**config.mk**
```make
export PLATFORM = sky130hd
export DESIGN_NAME = serial_cmd_decoder
export DESIGN_NICKNAME = d
export VERILOG_FILES = /design/src/rtl/serial_cmd_decoder.sv
export SDC_FILE = /design/constraint.sdc
export NUM_CORES = 1
export LEC_CHECK = 0
export CORE_MARGIN = 5
export CORE_UTILIZATION = 30
export CTS_BUF_LIST = sky130_fd_sc_hd__clkbuf_8
export CTS_CLUSTER_SIZE = 16
export DETAILED_ROUTE_END_ITERATION = 16
export PLACE_DENSITY = 0.47
export SLEW_MARGIN = 20
export SYNTH_ARGS = -nofsm -noshare
export SYNTH_HDL_FRONTEND = slang
export SYNTH_SLANG_ARGS = --single-unit
```
**constraint.sdc**
```tcl
create_clock -name clk -period 2.15 [get_ports clk]
set_input_delay 0.3225 -clock clk [delete_from_list [all_inputs] [get_ports clk]]
set_output_delay 0.3225 -clock clk [all_outputs]
set_load 0.01 [all_outputs]
```
**src/rtl/serial_cmd_decoder.sv**
```systemverilog
// Decodes 4-word register-write frames from the 9-bit serial receiver,
// verifies the XOR checksum, strobes a register write and returns an ack word.
module serial_cmd_decoder #(
    parameter int unsigned TIMEOUT = 4096,
    parameter logic [7:0]  ACK_NAK = 8'hEE
) (
    input  logic        clk,
    input  logic        rst,
    input  logic        rx_newdata,
    input  logic [8:0]  rx_data,
    input  logic        rx_error,
    input  logic        tx_idle,
    output logic [8:0]  tx_data,
    output logic        tx_trigger,
    output logic        reg_wr,
    output logic [7:0]  reg_addr,
    output logic [15:0] reg_wdata,
    output logic [7:0]  frame_err,
    output logic        ack_dropped
);

    localparam logic [1:0] S_IDLE     = 2'd0;
    localparam logic [1:0] S_GOT_ADDR = 2'd1;
    localparam logic [1:0] S_GOT_HI   = 2'd2;
    localparam logic [1:0] S_GOT_LO   = 2'd3;

    localparam int unsigned GAP_W = $clog2(TIMEOUT + 1);

    logic [1:0]       state, state_nx;
    logic [7:0]       addr_q, addr_nx, hi_q, hi_nx, lo_q, lo_nx;
    logic [GAP_W-1:0] gap_q, gap_nx;
    logic             err, wr_nx, ack_nx;
    logic [8:0]       ack_word_nx;

    logic             ack_pend;
    logic [8:0]       ack_word;
    logic [1:0]       holdoff;
    logic             issue;

    always_comb begin
        state_nx    = state;
        addr_nx     = addr_q;
        hi_nx       = hi_q;
        lo_nx       = lo_q;
        gap_nx      = gap_q;
        err         = 1'b0;
        wr_nx       = 1'b0;
        ack_nx      = 1'b0;
        ack_word_nx = '0;
        if (rx_error) begin
            err      = 1'b1;
            state_nx = S_IDLE;
            gap_nx   = '0;
        end else if (rx_newdata) begin
            gap_nx = '0;
            if (rx_data[8]) begin
                // A header always (re)starts a frame; mid-frame it also counts as an error
                err      = (state != S_IDLE);
                addr_nx  = rx_data[7:0];
                state_nx = S_GOT_ADDR;
            end else begin
                case (state)
                    S_IDLE:     err = 1'b1;
                    S_GOT_ADDR: begin
                        hi_nx    = rx_data[7:0];
                        state_nx = S_GOT_HI;
                    end
                    S_GOT_HI:   begin
                        lo_nx    = rx_data[7:0];
                        state_nx = S_GOT_LO;
                    end
                    default:    begin
                        state_nx = S_IDLE;
                        ack_nx   = 1'b1;
                        if (rx_data[7:0] == (addr_q ^ hi_q ^ lo_q)) begin
                            wr_nx       = 1'b1;
                            ack_word_nx = {1'b0, addr_q};
                        end else begin
                            err         = 1'b1;
                            ack_word_nx = {1'b0, ACK_NAK};
                        end
                    end
                endcase
            end
        end else if (state != S_IDLE) begin
            if (gap_q == GAP_W'(TIMEOUT - 1)) begin
                err      = 1'b1;
                state_nx = S_IDLE;
                gap_nx   = '0;
            end else begin
                gap_nx = gap_q + 1'b1;
            end
        end
    end

    assign issue = ack_pend && tx_idle && (holdoff == 2'd0);

    always_ff @(posedge clk or negedge rst) begin
        if (!rst) begin
            state       <= S_IDLE;
            addr_q      <= '0;
            hi_q        <= '0;
            lo_q        <= '0;
            gap_q       <= '0;
            reg_wr      <= 1'b0;
            reg_addr    <= '0;
            reg_wdata   <= '0;
            frame_err   <= '0;
            ack_pend    <= 1'b0;
            ack_word    <= '0;
            ack_dropped <= 1'b0;
            holdoff     <= '0;
            tx_trigger  <= 1'b0;
            tx_data     <= '0;
        end else begin
            state  <= state_nx;
            addr_q <= addr_nx;
            hi_q   <= hi_nx;
            lo_q   <= lo_nx;
            gap_q  <= gap_nx;
            reg_wr <= wr_nx;
            if (wr_nx) begin
                reg_addr  <= addr_q;
                reg_wdata <= {hi_q, lo_q};
            end
            if (err && (frame_err != 8'hFF))
                frame_err <= frame_err + 8'd1;

            tx_trigger <= issue;
            if (issue) begin
                tx_data <= ack_word;
                holdoff <= 2'd2;
            end else if (holdoff != 2'd0) begin
                holdoff <= holdoff - 2'd1;
            end

            // A new ack arriving while the old one goes out this cycle is not a drop
            if (ack_nx) begin
                ack_pend <= 1'b1;
                ack_word <= ack_word_nx;
                if (ack_pend && !issue)
                    ack_dropped <= 1'b1;
            end else if (issue) begin
                ack_pend <= 1'b0;
            end
        end
    end

endmodule

```
After elaboration in Yosys (flattened, before gate mapping) --
Cells that the tools add are included. W data, S select, Z words.
Cells by class: reductions and logical operators 20, muxes and demuxes 35, equal/unequal tests 6, bitwise operators 4, add/sub/neg operators 3
Operator list (count):
- $mux W13 | 4
- $mux W8 | 5
- $mux W1 | 17
- $xor A8 B8 Y8 | 2
- $mux W2 | 7
- $add A13 B1 Y13 const B | 1
- $eq A13 B12 Y1 const B | 1
- $add A8 B1 Y8 const B | 1
- $eq A8 B8 Y1 | 1
- $ne A8 B8 Y1 const B | 1
- $reduce_and A4 Y1 | 2
- $reduce_bool A2 Y1 | 4
- $pmux W2 S3 | 1
- $reduce_and A3 Y1 | 2
- $reduce_bool A3 Y1 | 2
- $logic_and A1 B1 Y1 | 4
- $logic_not A2 Y1 | 2
- $ne A4 B4 Y1 const B | 1
- $reduce_or A3 Y1 | 1
- $eq A2 B1 Y1 const B | 1
- $eq A2 B2 Y1 const B | 1
- $not A1 Y1 | 2
- $pmux W1 S2 | 1
- $reduce_and A2 Y1 | 1
- other kinds (3) | 3
Word-level totals: word-level logic and storage cells 83, output and inout bits 44, register bits after elaboration 95, input port bits 14

Depth between registers and ports, before layout --
word-level depth 9, depth in mapped cells 8, gate-level depth less buffers 8

Worst setup path before layout --
OpenSTA, ideal clock, no wires.
path kind reg2reg, from register state[0], to register frame_err[1], arrival time 1.791 ns, stages on the path, launching flop included 9, slack 0.231 ns, cell sequence dfrtp_1 -> inv_1 -> ha_1 -> inv_1 -> and2_1 -> a31o_2 -> o211ai_4 -> nor2_2 -> mux2_1
Between the ends: word-level cells in the longest chain between the ends 7, elaborated cells on any way between the ends 11
RTL lines:
- start, declared | RTL line 29 | logic [1:0] state, state_nx;
- start signal, assigned | RTL line 116 | state <= state_nx;
- $eq A2 B2 Y1 / $eq A2 B1 Y1 (equally long branches) | RTL line 62 | case (state)
- $reduce_or A2 Y1 (no line)
- $pmux W1 S2 | RTL line 62
- $mux W1 | RTL line 56 | if (rx_data[8]) begin
- $mux W1 (*) | RTL line 54 | end else if (rx_newdata) begin
- $mux W1 (*) | RTL line 50 | if (rx_error) begin
- $logic_and A1 B1 Y1 (*) | RTL line 126 | if (err && (frame_err != 8'hFF))
- end signal, assigned | RTL line 127 | frame_err <= frame_err + 8'd1;
- end, declared | RTL line 18 | output logic [7:0] frame_err,
Mark *: on every way between the ends. The rest lies on a longest branch, timed or not. A chain may end at the register's enable or synchronous reset.

Worst setup path after layout --
from register gap_q[0], to register frame_err[5]
Between the ends: word-level cells in the longest chain between the ends 6
RTL lines:
- start, declared | RTL line 31 | logic [GAP_W-1:0] gap_q, gap_nx;
- start signal, assigned | RTL line 120 | gap_q <= gap_nx;
- $eq A13 B12 Y1 | RTL line 86 | if (gap_q == GAP_W'(TIMEOUT - 1)) begin
- $mux W1 | RTL line 86
- $mux W1 | RTL line 85 | end else if (state != S_IDLE) begin
- $mux W1 | RTL line 54
- $mux W1 | RTL line 50
- $logic_and A1 B1 Y1 | RTL line 126
Every way passes these cells.

==> impl_metrics.toml <==
[die]
die_area_mm2 = 0.0161
rows = 42
die_h_um = 127
core_area_mm2 = 0.0133
initial_core_util_pct = 30.8
die_w_um = 127
ios = 58

[timing]
finalHoldViolations = 0
post-route-min-period_ns = 1.98
setup_ws_ns = 0.169
finClkSkew_ns = 0.0109
setup-tns-final_ns = 0
setup_viol = 0
rsz0062_at_grt = "false"
fmax_ghz = 0.505
period_share_pct = 92.2
slew_viol_final = 0

[layout]
multi_input_area_mm2 = 0.00169
drive_gt1_share_pct = 27.0
final_nets = 419
final_util_pct = 39.7
register_area_mm2 = 0.00233
fill_cells = 1279
final_cells = 579
syn_to_final_growth_pct = 28.9
diodes = 0

[global_route]
grt_use_total_pct = 11.6
overflow = 0
grt_max_degree = 34
antenna_found_initial = 0
grt_pass1_vias = 2707
grt_pass1_wl_mm = 14.6

[logic_synthesis]
synth_xor_area_share_pct = 8.34
synth_compound_area_share_pct = 5.22
ys_warn_count = 0
synth_sequential_area_ratio_pct = 56.8
synth_cell_types = 44
synth_simple_gate_area_share_pct = 9.87
ys_ff_latch = 93
synth_area_mm2 = 0.00410
avgSynthCellArea_um2 = 13.1
syn_inst = 313
syn_nets = 334
synthAdderAreaFrac_pct = 2.14
synthMuxAreaShare_pct = 15.7
synth_top_family_by_area = "multiplexers"

[cts]
clockBufferDepth = 2
cts_buffers = 9
cts_setup_buffers = 0
htree_num_levels = 3
clock_latency_ns = 0.37
cts_num_sinks = 93
clkSlewWorstSetupHoldPaths_ns = 0.09
cts_tree = "yes"
ctsRootBufferMaster = "clkbuf_8"

[placed_design]
routabilityCongestion = 0.750
port-buffer-count = 56
hpwl_mm = 6.20
dpl.cell_count = 562
pre_cts_ws_ns = -0.145

[routing]
drt_iter0_drc = 107
vias = 2621
ant_nets = 0
vias_per_cell = 4.53
routed_wl_mm = 8.71
wl_per_cell_um = 15.0
dr.pass1.iters = 5
drc = 0

[hold_path]
hp-class = "in -> async"

[power]
vdd_ir_drop_max_mv = 0.430
power.density_mw_per_mm2 = 786
leakagePower_uw = 0.00244

[job]
maxCapViolCount = 0

[critical_path]
required_ns = 2.45
end_kind = "register"
arrival_ns = 2.28
crit_type = "reg -> reg"
critical_path.max_fanout = 6
worst_setup_path_start_kind = "register"

[status]
status = "complete, no violations"
state kept, by name, indices dropped and copies added (netlist names):
signal	cells
tx_trigger	1
reg_wdata	16
ack_pend	1
lo_q	8
reg_wr	1
frame_err	8
tx_data	8
gap_q	13
state	2
ack_word	8
hi_q	8
reg_addr	8
addr_q	8
holdoff	2
ack_dropped	1
cells in the final DEF (no fill, tap or decap), types with 5 or more instances in the layout:
cell type,instances
a21oi_1,5
and2_1,5
buf_4,24
clkbuf_8,9
clkdlybuf4s50_1,55
dfrtp_1,93
ha_1,7
inv_1,7
mux2_2,55
nand2_1,18
nand3_1,10
nor2_1,18
o21ai_0,5
o22a_1,6
xnor2_1,14
xor2_1,25
through the flow:
stage / instance area (um2) / hold WS (ns) / total power [uW]
floorplan: 4100 / 0.0269 / 2560
detailed placement: 5050 / 0.307 / 2920
global route: 5280 / 0.460 / 4410
finish: 5280 / 0.433 / 4150
global placement: 5050 / 0.310 / 2910
CTS: 5280 / 0.427 / 4230
per-layer routing:
metal | routed length [um] | vias to the layer above | part of all wire (%) | track usage (%)
met1 | 4370 | 1298 | 50 | 16.2
met3 | 449 | 6 | 5.2 | 4.37
met5 | 0 | - | 0 | 0
met2 | 3810 | 64 | 44 | 16.8
met4 | 82 | 0 | 0.94 | 3.22
li1 | - | 1253 | - | -
power by group:
group          total [uW]  internal, uW  switching [uW]  leakage, uW
clock network        1280           648             631     0.000103
registers            2100          1920             177      0.00125
logic                 771           427             344      0.00108
final timing paths:
| kind | depth (start not counted) | end | start | slack [ns] |
|---|---|---|---|---|
| min reg2reg | 1 | ack_dropped$_DFFE_PN0P_ | ack_dropped$_DFFE_PN0P_ | 0.49 |
| max | 8 | frame_err[5]$_DFFE_PN0P_ | gap_q[0]$_DFFE_PN0P_ | 0.17 |
| max in group asynchronous | 3 | frame_err[0]$_DFFE_PN0P_ | rst | 1.10 |
| min in group clk | 1 | ack_dropped$_DFFE_PN0P_ | ack_dropped$_DFFE_PN0P_ | 0.49 |
| max reg2reg | 8 | frame_err[5]$_DFFE_PN0P_ | gap_q[0]$_DFFE_PN0P_ | 0.17 |
| min | 2 | gap_q[2]$_DFFE_PN0P_ | rst | 0.43 |
worst max-delay path, cell delays in order, from the launching register on:
cell and delay (ns):
dfrtp_1 0.39, ha_1 0.19, and3_2 0.23, and2_1 0.19, a31o_2 0.21, o211ai_4 0.08
buf_4 0.17, nor4_2 0.27, xor2_1 0.17
final cells by class:
| cell class | instances | share of cell area, % |
|---|---|---|
| clock buffer | 9 | 2.35 |
| clock inverter | 7 | 1.73 |
| inverter | 6 | 0.427 |
| multi-input combinational | 205 | 32.1 |
| sequential | 93 | 44.1 |
| tap | 176 | 4.17 |
| timing repair buffer | 83 | 15.2 |
cells by family after synthesis:
family | Yosys count
and+or+nand+nor | 73
xor gates and xnor gates | 39
adders and majority gates | 7
other | 1
buffers and inverters | 15
AOI/OAI and AO/OA | 28
DFF | 93
muxes | 57
synth_stat cells (all sizes together):
cell / number / share of area, %
dfrtp: 93 / 57
mux2: 57 / 16
xor2: 25 / 5.3
nor2: 19 / 1.8
nand2: 18 / 1.6
xnor2: 14 / 3.0
nand3: 11 / 1.5
buf: 9 / 1.3
ha: 7 / 2.1
inv: 6 / 0.55
o22a: 6 / 1.3
a21oi: 5 / 0.61
and2: 5 / 0.76
o21ai: 5 / 0.61
and3: 4 / 0.73
nand4: 3 / 0.46
nor3: 3 / 0.37
a22o: 2 / 0.43
a31o: 2 / 0.43
nor3b: 2 / 0.49
nor4: 2 / 0.61
a21boi: 1 / 0.18
a22oi: 1 / 0.18
a31oi: 1 / 0.15
a32o: 1 / 0.24
a41oi: 1 / 0.21
and4bb: 1 / 0.31
conb: 1 / 0.092
nand2b: 1 / 0.15
nand3b: 1 / 0.18
nor4b: 1 / 0.58
o211ai: 1 / 0.52
o21a: 1 / 0.18
o21bai: 1 / 0.18
or2: 1 / 0.15
or3: 1 / 0.15
timing repair:
item / CTS / global route
setup endpoints to repair: 0 / 1
hold buffers: 1 / 0
hold endpoints to repair: 30 / 0
gates resized for setup: 0 / 1
Note: power is estimated with default switching activity, not from simulation.
